--- config.mk ---
export PLATFORM = sky130hd
export DESIGN_NAME = nettlp_cmd_arb_flat
export DESIGN_NICKNAME = d
export VERILOG_FILES = /design/src/rtl/nettlp_cmd_arb_pkg.sv /design/src/rtl/nettlp_cmd_arb_if.sv /design/src/rtl/nettlp_cmd_arb_tagq.sv /design/src/rtl/nettlp_cmd_arb.sv /design/src/flat_wrapper.sv
export SDC_FILE = /design/constraint.sdc
export NUM_CORES = 1
export LEC_CHECK = 0
export BUFFER_PORTS_ARGS = -buffer_cell sky130_fd_sc_hd__buf_4
export CAP_MARGIN = 30
export CORE_AREA = 2 2 161 163
export DETAILED_ROUTE_END_ITERATION = 7
export DIE_AREA = 0 0 163 165
export HOLD_SLACK_MARGIN = 0.1
export PLACE_DENSITY_LB_ADDON = 0.2
export SETUP_SLACK_MARGIN = 0.3
export SYNTH_ARGS = -nofsm -noshare
export SYNTH_HDL_FRONTEND = slang
export SYNTH_SLANG_ARGS = --single-unit
--- constraint.sdc ---
create_clock -name clk_i -period 3.7 [get_ports clk_i]
set_input_delay 0.555 -clock clk_i [delete_from_list [all_inputs] [get_ports clk_i]]
set_output_delay 0.555 -clock clk_i [all_outputs]
set_load 0.05 [all_outputs]
--- src/rtl/nettlp_cmd_arb_pkg.sv ---
// Shared types for the nettlp_cmd requester arbiter: command word, requester ID, response FSM.
package nettlp_cmd_arb_pkg;

    localparam int unsigned NETTLP_CMD_NREQ_MAX = 8;

    typedef logic [2:0] NETTLP_REQ_ID_T;

    typedef struct packed {
        logic [3:0]  opcode;
        logic [7:0]  tag;
        logic [31:0] addr;
        logic [31:0] data;
    } FIFO_NETTLP_CMD_T;

    localparam int unsigned CMD_W = $bits(FIFO_NETTLP_CMD_T);

    typedef enum logic [0:0] {RspIdle, RspHold} rsp_state_e;

    function automatic logic [NETTLP_CMD_NREQ_MAX-1:0] id_onehot(input NETTLP_REQ_ID_T id);
        return NETTLP_CMD_NREQ_MAX'(1) << id;
    endfunction

endpackage

--- src/rtl/nettlp_cmd_arb_if.sv ---
// Requester-side bundle: per-requester command handshake plus the shared response bus.
interface nettlp_cmd_arb_if #(
    parameter int unsigned NREQ = 2
);
    import nettlp_cmd_arb_pkg::*;

    logic             [NREQ-1:0] req_valid;
    logic             [NREQ-1:0] req_ready;
    FIFO_NETTLP_CMD_T [NREQ-1:0] req_cmd;
    logic             [NREQ-1:0] rsp_valid;
    logic             [NREQ-1:0] rsp_ready;
    FIFO_NETTLP_CMD_T            rsp_cmd;

    modport master (
        output req_valid, req_cmd, rsp_ready,
        input  req_ready, rsp_valid, rsp_cmd
    );

    modport slave (
        input  req_valid, req_cmd, rsp_ready,
        output req_ready, rsp_valid, rsp_cmd
    );

endinterface

--- src/rtl/nettlp_cmd_arb_tagq.sv ---
// In-order queue of requester IDs for commands in flight; head names the owner of the next response.
module nettlp_cmd_arb_tagq
    import nettlp_cmd_arb_pkg::*;
#(
    parameter  int unsigned Depth = 8,
    localparam int unsigned PtrW  = $clog2(Depth)
) (
    input  logic           clk_i,
    input  logic           rst_ni,
    input  logic           push_i,
    input  NETTLP_REQ_ID_T id_i,
    input  logic           pop_i,
    output logic           full_o,
    output logic           empty_o,
    output NETTLP_REQ_ID_T head_o,
    output logic [PtrW:0]  count_o
);

    NETTLP_REQ_ID_T mem_q [Depth];
    logic [PtrW-1:0] wr_ptr_q, rd_ptr_q;
    logic [PtrW:0]   count_q;
    logic            do_push, do_pop;

    assign full_o  = (count_q == (PtrW+1)'(Depth));
    assign empty_o = (count_q == '0);
    assign head_o  = mem_q[rd_ptr_q];
    assign count_o = count_q;
    assign do_push = push_i & ~full_o;
    assign do_pop  = pop_i & ~empty_o;

    // Depth is a power of two, so the pointers wrap naturally.
    always_ff @(posedge clk_i) begin
        if (!rst_ni) begin
            wr_ptr_q <= '0;
            rd_ptr_q <= '0;
            count_q  <= '0;
        end else begin
            if (do_push) begin
                mem_q[wr_ptr_q] <= id_i;
                wr_ptr_q        <= wr_ptr_q + 1'b1;
            end
            if (do_pop) begin
                rd_ptr_q <= rd_ptr_q + 1'b1;
            end
            unique case ({do_push, do_pop})
                2'b10:   count_q <= count_q + 1'b1;
                2'b01:   count_q <= count_q - 1'b1;
                default: count_q <= count_q;
            endcase
        end
    end

endmodule

--- src/rtl/nettlp_cmd_arb.sv ---
// Round-robin sharing of one nettlp_cmd engine among NREQ requesters, with in-order response steering.
module nettlp_cmd_arb
    import nettlp_cmd_arb_pkg::*;
#(
    parameter  int unsigned NREQ      = 2,
    parameter  int unsigned MAX_OUTST = 8,
    localparam int unsigned IDW       = $clog2(NREQ),
    localparam int unsigned CNTW      = $clog2(MAX_OUTST) + 1
) (
    input  logic              clk_i,
    input  logic              rst_ni,
    nettlp_cmd_arb_if.slave   req_if,
    output logic              fifo_cmd_i_wr_en_o,
    input  logic              fifo_cmd_i_full_i,
    output FIFO_NETTLP_CMD_T  fifo_cmd_i_din_o,
    output logic              fifo_cmd_o_rd_en_o,
    input  logic              fifo_cmd_o_empty_i,
    input  FIFO_NETTLP_CMD_T  fifo_cmd_o_dout_i,
    output logic [CNTW-1:0]   outstanding_o,
    output logic [15:0]       orphan_cnt_o
);

    logic [IDW-1:0]   rr_ptr_q, winner, rsp_id_q;
    logic             any_valid, issue, tag_pop;
    int unsigned      idx;
    NETTLP_REQ_ID_T   winner_id, tag_head;
    logic             tagq_full, tagq_empty;
    rsp_state_e       state_q;
    logic [NREQ-1:0]  rsp_valid_q;
    FIFO_NETTLP_CMD_T rsp_cmd_q;
    logic [15:0]      orphan_q;

    // First valid requester at or after rr_ptr, wrapping modulo NREQ.
    always_comb begin
        winner    = rr_ptr_q;
        any_valid = 1'b0;
        idx       = 0;
        for (int unsigned k = 0; k < NREQ; k++) begin
            idx = (32'(rr_ptr_q) + k) % NREQ;
            if (!any_valid && req_if.req_valid[IDW'(idx)]) begin
                winner    = IDW'(idx);
                any_valid = 1'b1;
            end
        end
    end

    assign winner_id          = 3'(winner);
    assign issue              = rst_ni & any_valid & ~fifo_cmd_i_full_i & ~tagq_full;
    assign req_if.req_ready   = issue ? NREQ'(id_onehot(winner_id)) : '0;
    assign fifo_cmd_i_wr_en_o = issue;
    assign fifo_cmd_i_din_o   = req_if.req_cmd[winner];

    assign fifo_cmd_o_rd_en_o = rst_ni & (state_q == RspIdle) & ~fifo_cmd_o_empty_i;
    assign tag_pop            = fifo_cmd_o_rd_en_o & ~tagq_empty;

    assign req_if.rsp_valid   = rsp_valid_q;
    assign req_if.rsp_cmd     = rsp_cmd_q;
    assign orphan_cnt_o       = orphan_q;

    always_ff @(posedge clk_i) begin
        if (!rst_ni) begin
            rr_ptr_q <= '0;
        end else if (issue) begin
            rr_ptr_q <= (winner == IDW'(NREQ - 1)) ? '0 : winner + 1'b1;
        end
    end

    always_ff @(posedge clk_i) begin
        if (!rst_ni) begin
            state_q     <= RspIdle;
            rsp_valid_q <= '0;
            rsp_cmd_q   <= '0;
            rsp_id_q    <= '0;
            orphan_q    <= '0;
        end else begin
            unique case (state_q)
                RspIdle: begin
                    if (tag_pop) begin
                        rsp_cmd_q   <= fifo_cmd_o_dout_i;
                        rsp_id_q    <= tag_head[IDW-1:0];
                        rsp_valid_q <= NREQ'(id_onehot(tag_head));
                        state_q     <= RspHold;
                    end else if (fifo_cmd_o_rd_en_o && orphan_q != 16'hFFFF) begin
                        // Response with no recorded owner: dropped, only counted.
                        orphan_q <= orphan_q + 16'd1;
                    end
                end
                RspHold: begin
                    if (req_if.rsp_ready[rsp_id_q]) begin
                        rsp_valid_q <= '0;
                        state_q     <= RspIdle;
                    end
                end
                default: state_q <= RspIdle;
            endcase
        end
    end

    nettlp_cmd_arb_tagq #(
        .Depth (MAX_OUTST)
    ) u_tagq (
        .clk_i   (clk_i),
        .rst_ni  (rst_ni),
        .push_i  (issue),
        .id_i    (winner_id),
        .pop_i   (tag_pop),
        .full_o  (tagq_full),
        .empty_o (tagq_empty),
        .head_o  (tag_head),
        .count_o (outstanding_o)
    );

endmodule
--- src/flat_wrapper.sv ---
// flat-port wrapper written by rule: the top's interface ports become plain ports
module nettlp_cmd_arb_flat import nettlp_cmd_arb_pkg::*;
#(
    parameter  int unsigned NREQ      = 2,
    parameter  int unsigned MAX_OUTST = 8,
    localparam int unsigned IDW       = $clog2(NREQ),
    localparam int unsigned CNTW      = $clog2(MAX_OUTST) + 1
)
  (clk_i, rst_ni, fifo_cmd_i_wr_en_o, fifo_cmd_i_full_i, fifo_cmd_i_din_o, fifo_cmd_o_rd_en_o, fifo_cmd_o_empty_i, fifo_cmd_o_dout_i, outstanding_o, orphan_cnt_o, req_if_req_valid, req_if_req_cmd, req_if_rsp_ready, req_if_req_ready, req_if_rsp_valid, req_if_rsp_cmd);
  nettlp_cmd_arb_if #(.NREQ(NREQ)) req_if_i ();
  input  logic clk_i;
  input  logic rst_ni;
  output logic fifo_cmd_i_wr_en_o;
  input  logic fifo_cmd_i_full_i;
  output FIFO_NETTLP_CMD_T fifo_cmd_i_din_o;
  output logic fifo_cmd_o_rd_en_o;
  input  logic fifo_cmd_o_empty_i;
  input  FIFO_NETTLP_CMD_T fifo_cmd_o_dout_i;
  output logic [CNTW-1:0] outstanding_o;
  output logic [15:0] orphan_cnt_o;
  input wire logic [$bits(req_if_i.req_valid)-1:0] req_if_req_valid;
  input wire logic [$bits(req_if_i.req_cmd)-1:0] req_if_req_cmd;
  input wire logic [$bits(req_if_i.rsp_ready)-1:0] req_if_rsp_ready;
  output wire logic [$bits(req_if_i.req_ready)-1:0] req_if_req_ready;
  output wire logic [$bits(req_if_i.rsp_valid)-1:0] req_if_rsp_valid;
  output wire logic [$bits(req_if_i.rsp_cmd)-1:0] req_if_rsp_cmd;
  assign req_if_i.req_valid = req_if_req_valid;
  assign req_if_i.req_cmd = req_if_req_cmd;
  assign req_if_i.rsp_ready = req_if_rsp_ready;
  assign req_if_req_ready = req_if_i.req_ready;
  assign req_if_rsp_valid = req_if_i.rsp_valid;
  assign req_if_rsp_cmd = req_if_i.rsp_cmd;
  nettlp_cmd_arb #(.NREQ(NREQ), .MAX_OUTST(MAX_OUTST)) u_core (.clk_i(clk_i), .rst_ni(rst_ni), .req_if(req_if_i), .fifo_cmd_i_wr_en_o(fifo_cmd_i_wr_en_o), .fifo_cmd_i_full_i(fifo_cmd_i_full_i), .fifo_cmd_i_din_o(fifo_cmd_i_din_o), .fifo_cmd_o_rd_en_o(fifo_cmd_o_rd_en_o), .fifo_cmd_o_empty_i(fifo_cmd_o_empty_i), .fifo_cmd_o_dout_i(fifo_cmd_o_dout_i), .outstanding_o(outstanding_o), .orphan_cnt_o(orphan_cnt_o));
endmodule
# Yosys cells after proc, flatten, opt, wreduce, memory -nomap -nowiden

Memories as Yosys holds them, arrays and structs flattened. A register that Yosys moved wholly into a read port is not among the register bits.
Cells that the tools add are included.
Widths: inputs -> output; s select.

Output and inout port bits: 178
Input port bits: 236
Word-level logic and storage cells: 79
Memories: 1
Register bits after elaboration: 107
Bits in writable memories: 8

Memories:

| memory              | words | bits a word | read ports | clocked after memory_dff | wr ports | RTL line                  | source |
|---|---|---|---|---|---|---|---|
| u_core.u_tagq.mem_q | 8     | 1           | 1          | 1                        | 1        | nettlp_cmd_arb_tagq.sv:19 | `NETTLP_REQ_ID_T mem_q [Depth];` |

Equality and inequality tests: 6
Add/sub/neg operators: 7
Reductions and logical operators: 8
Shift operators: 2
Order comparisons: 4
Bitwise logic cells: 14
Mux-type cells: 25

Operator list:

| operator              | number |
|---|---|
| $mux 76               | 2 |
| $add 16x1->16 const B | 1 |
| $ne 16x16->1 const B  | 1 |
| $mux 1                | 15 |
| $and 1x1->1           | 8 |
| $lt 1x2->1 const B    | 4 |
| $pmux 4 s2            | 1 |
| $add 3x1->3 const B   | 2 |
| $mux 2                | 3 |
| $mux 3                | 2 |
| $not 1->1             | 6 |
| $add 4x1->4 const B   | 1 |
| $eq 4x4->1 const B    | 1 |
| $logic_not 4->1       | 1 |
| $ne 2x2->1 const B    | 2 |
| $pmux 2 s2            | 1 |
| $reduce_and 2->1      | 2 |
| $sub 4x1->4 const B   | 1 |
| $reduce_and 3->1      | 1 |
| $shl 1x3->2 const A   | 1 |
| $add 1x1->1 const B   | 2 |
| $eq 2x1->1 const B    | 1 |
| $eq 2x2->1 const B    | 1 |
| $logic_and 1x1->1     | 2 |
| 4 further kinds       | 4 |

# Logic depth before layout (Yosys ltp)

Depth in word-level cells: 13
Mapped depth: 13
Gate-level depth less buffers: 10

# Hierarchy

Synthesis repeated with hierarchy kept, for this count alone.

Cells, all modules: 655
Area, all modules: 6132.1 µm²

By module, submodules not included:

| module              | area an instance (µm²) | cells an instance | instances | sequential area each (µm²) |
|---|---|---|---|---|
| nettlp_cmd_arb      | 4508.1                 | 541               | 1         | 1941.9 |
| nettlp_cmd_arb_tagq | 1624.1                 | 114               | 1         | 980.9 |

# Worst setup path before layout

OpenSTA, ideal clock, no wires.

Path kind: input -> register
From: input rst_ni
To: register u_core.u_tagq.count_q[3], in the netlist u_core.u_tagq.count_o[3]
Path slack: -631 ps
Stages on the path: 12
Required time: 3628 ps
Arrival: 4259 ps
Buffers on the path: 3
Setup time: 72 ps
Cells stage by stage: buf_2 > nor3b_1 > nand2_1 > inv_1 > clkbuf_1 > buf_2 > ha_1 > ha_1 > a21o_1 > a21oi_1 > mux2i_1 > mux2i_1

Cells in the longest elaborated chain, start to end: 6
Elaborated cells between the ends (all ways): 12
Those cells by class: eq/ne: 2; mux: 1; bitwise: 8; reduce/logical: 1

RTL lines:

| what                                            | RTL line                  | source |
|---|---|---|
| start, declared                                 | flat_wrapper.sv:12        | `input logic rst_ni;` |
| $and 1x1->1 (*) (2 in series)                   | nettlp_cmd_arb.sv:53      | `assign fifo_cmd_o_rd_en_o = rst_ni & (state_q == RspIdle) & ~fifo_cmd_o_empty_i;` |
| named net fifo_cmd_o_rd_en_o                    | flat_wrapper.sv:16        | `output logic fifo_cmd_o_rd_en_o;` |
| $and 1x1->1 (*)                                 | nettlp_cmd_arb.sv:54      | `assign tag_pop = fifo_cmd_o_rd_en_o & ~tagq_empty;` |
| $and 1x1->1 (*)                                 | nettlp_cmd_arb_tagq.sv:29 | `assign do_pop = pop_i & ~empty_o;` |
| named net u_core.u_tagq.do_pop                  | nettlp_cmd_arb_tagq.sv:22 | `logic do_push, do_pop;` |
| $eq 2x1->1 or $eq 2x2->1 (tied branches)        | nettlp_cmd_arb_tagq.sv:45 | `unique case ({do_push, do_pop})` |
| $pmux 4 s2 or $reduce_bool 2->1 (tied branches) | -                         |  |
| end signal, assigned                            | nettlp_cmd_arb_tagq.sv:46 | `2'b10: count_q <= count_q + 1'b1;` |
| end signal, assigned                            | nettlp_cmd_arb_tagq.sv:47 | `2'b01: count_q <= count_q - 1'b1;` |
| end signal, assigned                            | nettlp_cmd_arb_tagq.sv:48 | `default: count_q <= count_q;` |
| end, declared                                   | nettlp_cmd_arb_tagq.sv:21 | `logic [PtrW:0] count_q;` |

Mark *: on every way through the listed nets, which the timed path passes. The rest lies on a longest branch.
A chain may end at the register's enable or synchronous reset.

# Worst setup path after layout

From: register u_core.u_tagq.count_q[0], in the netlist u_core.u_tagq.count_o[0]
To: output req_if_req_ready[1]

Cells in the longest elaborated chain, start to end: 4

RTL lines:

| what          | RTL line                  | source |
|---|---|---|
| $eq 4x4->1    | nettlp_cmd_arb_tagq.sv:24 | `assign full_o = (count_q == (PtrW+1)'(Depth));` |
| $not 1->1     | nettlp_cmd_arb.sv:48      | `assign issue = rst_ni & any_valid & ~fifo_cmd_i_full_i & ~tagq_full;` |
| $and 1x1->1   | nettlp_cmd_arb.sv:48      |  |
| $mux 2        | nettlp_cmd_arb.sv:49      | `assign req_if.req_ready = issue ? NREQ'(id_onehot(winner_id)) : '0;` |
| end, declared | flat_wrapper.sv:24        | `output wire logic [$bits(req_if_i.req_ready)-1:0] req_if_req_ready;` |

No other way between the ends.

==> flow_summary_export.csv <==
group,metric,value,unit
clock_network,clk_pin_slew_worst_paths,60,ps
critical_path,ff2ff_setup_slack,1020,ps
critical_path,start_kind,"flop",
placed_design,place.gp.congestion,0.862,
clock_network,post_cts_buffers,0,
pwr,irDropWorstVdd,0.306,mV
finish,drive_gt1_frac,0.521,
synth,yosysSeqAreaShare,0.446,
job,max_cap_violations,0,
floorplan,fp.dieW,163,um
critical_path,path_class,"reg -> out",
clock_network,clock-sinks,118,
synth,ys_warn_count,0,
floorplan,die_y,165,um
sta,setup_viol,0,
routing,via_count,5978,
finish,final_nets,1267,
finish,n_antenna_cell,0,
critical_path,r2r_cells,8,
floorplan,fp-row-count,58,
pwr,leakage,4.12,nW
finish,final_cell_mix,"418 x buf_4, 177 x nand2_1, 110 x dfxtp_1",
synth,synthCells,630,
critical_path,cp.arrival,2350,ps
sta,fin_crit,2900,ps
clock_network,postCtsHoldBufs,0,
floorplan,dieArea,0.0269,mm2
routing,first_iter_violations,256,
global_route,grt_pass1_vias,5704,
clock_network,cts_tree,"done",
synth,synth.distinct_cells,40,
global_route,grt_pass1_wl,36300,um
routing,drc,0,
synth,syn-cell-area,0.00548,mm2
floorplan,initial_core_util,0.219,
routing,dr.pass1.iters,4,
sta,rsz0062_at_grt,"false",
synth,synth.avg_cell_area,8.70,um2
sta,slew_violations,0,
critical_path,critPathCapture,"req_if_req_ready[1]",
sta,hold_slack,387,ps
clock_network,cts_buffers,17,
sta,max_clock_freq,0.345,GHz
critical_path,worstReg2RegEnd,"u_core.u_tagq.count_o[3]$_SDFFE_PN0P_",
global_route,overflow,0,
routing,routed_via_density,4.37,
critical_path,worstReg2RegStart,"u_core.u_tagq.count_o[0]$_SDFFE_PN0P_",
finish,layout_commonest_cell,"buf_4",
placed_design,portBuffers,413,
routing,ant_nets,0,
clock_network,clock-root-buffer,"clkbuf_16",
pwr,power_density,439,mW/mm2
floorplan,core_area,0.0250,mm2
min_path,hold_depth,3,
clock_network,ctsResizeCount,0,
synth,synth_nets,873,
sta,min_period_over_period,0.784,
synth,ys_seq_elements,118,
routing,routed_wl,25900,um
global_route,grt_max_degree,84,
sta,hold_violations,0,
global_route,antenna_found_initial,0,
placed_design,dp_hpwl,20800,um
finish,area_growth_syn_to_layout,73.6,%
sta,tns,0,ps
clock_network,h-tree-depth,4,
critical_path,required,3140,ps
global_route,grt_usage,0.185,
run_status,status,"finished, final reports clean",
sta,tightestPinTransition,917,ps
critical_path,crit_path_max_fanout,10,
sta,skew,8.00,ps
clock_network,cts_buffer_depth,2,
routing,wl_per_cell,19.0,um
floorplan,top_level_ports,414,
clock_network,clk_latency,410,ps
min_path,min_path_type,"in -> reg",
critical_path,end_kind,"output port",
sta,relSlewSlack,0.388,
critical_path,startpoint,"u_core.u_tagq.count_o[0]$_SDFFE_PN0P_",
-- worst max-delay path, stage by stage (launching register included) --
cell,delay (ps)
dfxtp_1,460
nor4b_1,90
or4_1,670
inv_1,270
and2_1,210
buf_4,220
-- flip-flops by register name, summed over array words and instances (netlist names), named ones only --
signal	cells
u_core.orphan_cnt_o	16
u_core.req_if.rsp_cmd	76
u_core.req_if.rsp_valid	2
u_core.rr_ptr_q	1
u_core.rsp_id_q	1
u_core.state_q	1
u_core.u_tagq.count_o	4
u_core.u_tagq.mem_q	8
u_core.u_tagq.rd_ptr_q	3
u_core.u_tagq.wr_ptr_q	3
-- how the worst min path moves through the flow --
stage,start,endpoint,slack (ps)
final,fifo_cmd_o_dout_i[57],u_core.req_if.rsp_cmd[57]$_SDFFE_PN0P_,390
after global routing,fifo_cmd_o_dout_i[0],u_core.req_if.rsp_cmd[0]$_SDFFE_PN0P_,360
after CTS,fifo_cmd_o_dout_i[57],u_core.req_if.rsp_cmd[57]$_SDFFE_PN0P_,360
after detailed placement,u_core.req_if.rsp_cmd[44]$_SDFFE_PN0P_,u_core.req_if.rsp_cmd[44]$_SDFFE_PN0P_,450
after global placement,u_core.req_if.rsp_cmd[17]$_SDFFE_PN0P_,u_core.req_if.rsp_cmd[17]$_SDFFE_PN0P_,440
after floorplan,u_core.rsp_id_q$_SDFFE_PN0P_,u_core.rsp_id_q$_SDFFE_PN0P_,440
-- logic make-up after synthesis --
logic type	count (synthesis)	share of synthesized area
AOI/OAI and AO/OA	104	0.0991
and+or+nand+nor	249	0.200
xor gates and xnor gates	5	0.00799
buffers and inverters	55	0.0397
adders and majority gates	8	0.0192
DFF	118	0.446
muxes	91	0.189
-- final cells by class --
class,count,area (um2)
timing repair buffer,420,3190
tap,330,413
fill,2643,15500
inverter,10,37.5
clock inverter,11,123
clock buffer,21,470
sequential,118,2440
multi-input combinational,457,2850
-- per-stage QoR --
stage | utilization | power, W | cell area [um2] | std cells | setup WS (ps)
global route | 0.380 | 0.00435 | 9520 | 1367 | 693
global placement | 0.355 | 0.00256 | 8900 | 1334 | 841
CTS | 0.380 | 0.00424 | 9520 | 1367 | 773
finish | 0.380 | 0.00418 | 9520 | 1367 | 800
detailed placement | 0.356 | 0.00257 | 8920 | 1335 | 802
floorplan | - | 0.00209 | 5500 | 630 | 360
-- layer usage --
layer / track usage / share of wire / wire [um] / vias up
met5: 0 / 0 / 0 / -
met3: 0.0620 / 0.080 / 2070 / 18
met2: 0.348 / 0.53 / 13700 / 243
met1: 0.203 / 0.38 / 9910 / 2777
met4: 0.0362 / 0.0090 / 233 / 0
li1: - / - / - / 2940
-- synth_stat cells --
library cell	number	area, um2
buf_2	3	15.0
edfxtp_1	8	240
mux4_2	2	45.0
nand2b_1	6	37.5
o21ai_0	5	25.0
a21o_1	1	7.51
o311ai_0	1	8.76
nor2_1	17	63.8
nor2b_1	1	6.26
inv_1	9	33.8
or4_1	5	37.5
clkbuf_1	33	124
clkinv_1	1	3.75
nor3_1	3	15.0
xor2_1	3	26.3
and4_1	1	8.76
nand2_1	178	668
maj3_1	1	10.0
xnor2_1	2	17.5
and3_1	2	12.5
o21a_1	1	7.51
mux2i_1	11	110
a21oi_1	91	455
or3_1	2	12.5
or3b_2	1	8.76
or4_4	2	22.5
nor4b_1	5	43.8
nand3_1	7	35.0
nand4_1	5	31.3
buf_6	1	11.3
o31ai_1	4	30.0
o41ai_1	1	8.76
ha_1	6	75.1
buf_1	8	30.0
mux2_2	78	878
nor4_1	7	43.8
fa_1	1	20.0
dfxtp_1	110	2200
nor3b_1	4	30.0
and2_1	3	18.8
-- power by group --
group          switching [W]  total, W  internal [W]
clock network       0.000603   0.00165       0.00104
registers          0.0000322   0.00137       0.00133
logic               0.000718   0.00116      0.000445
total                0.00135   0.00418       0.00282
Power figures use the tool's default switching activity.
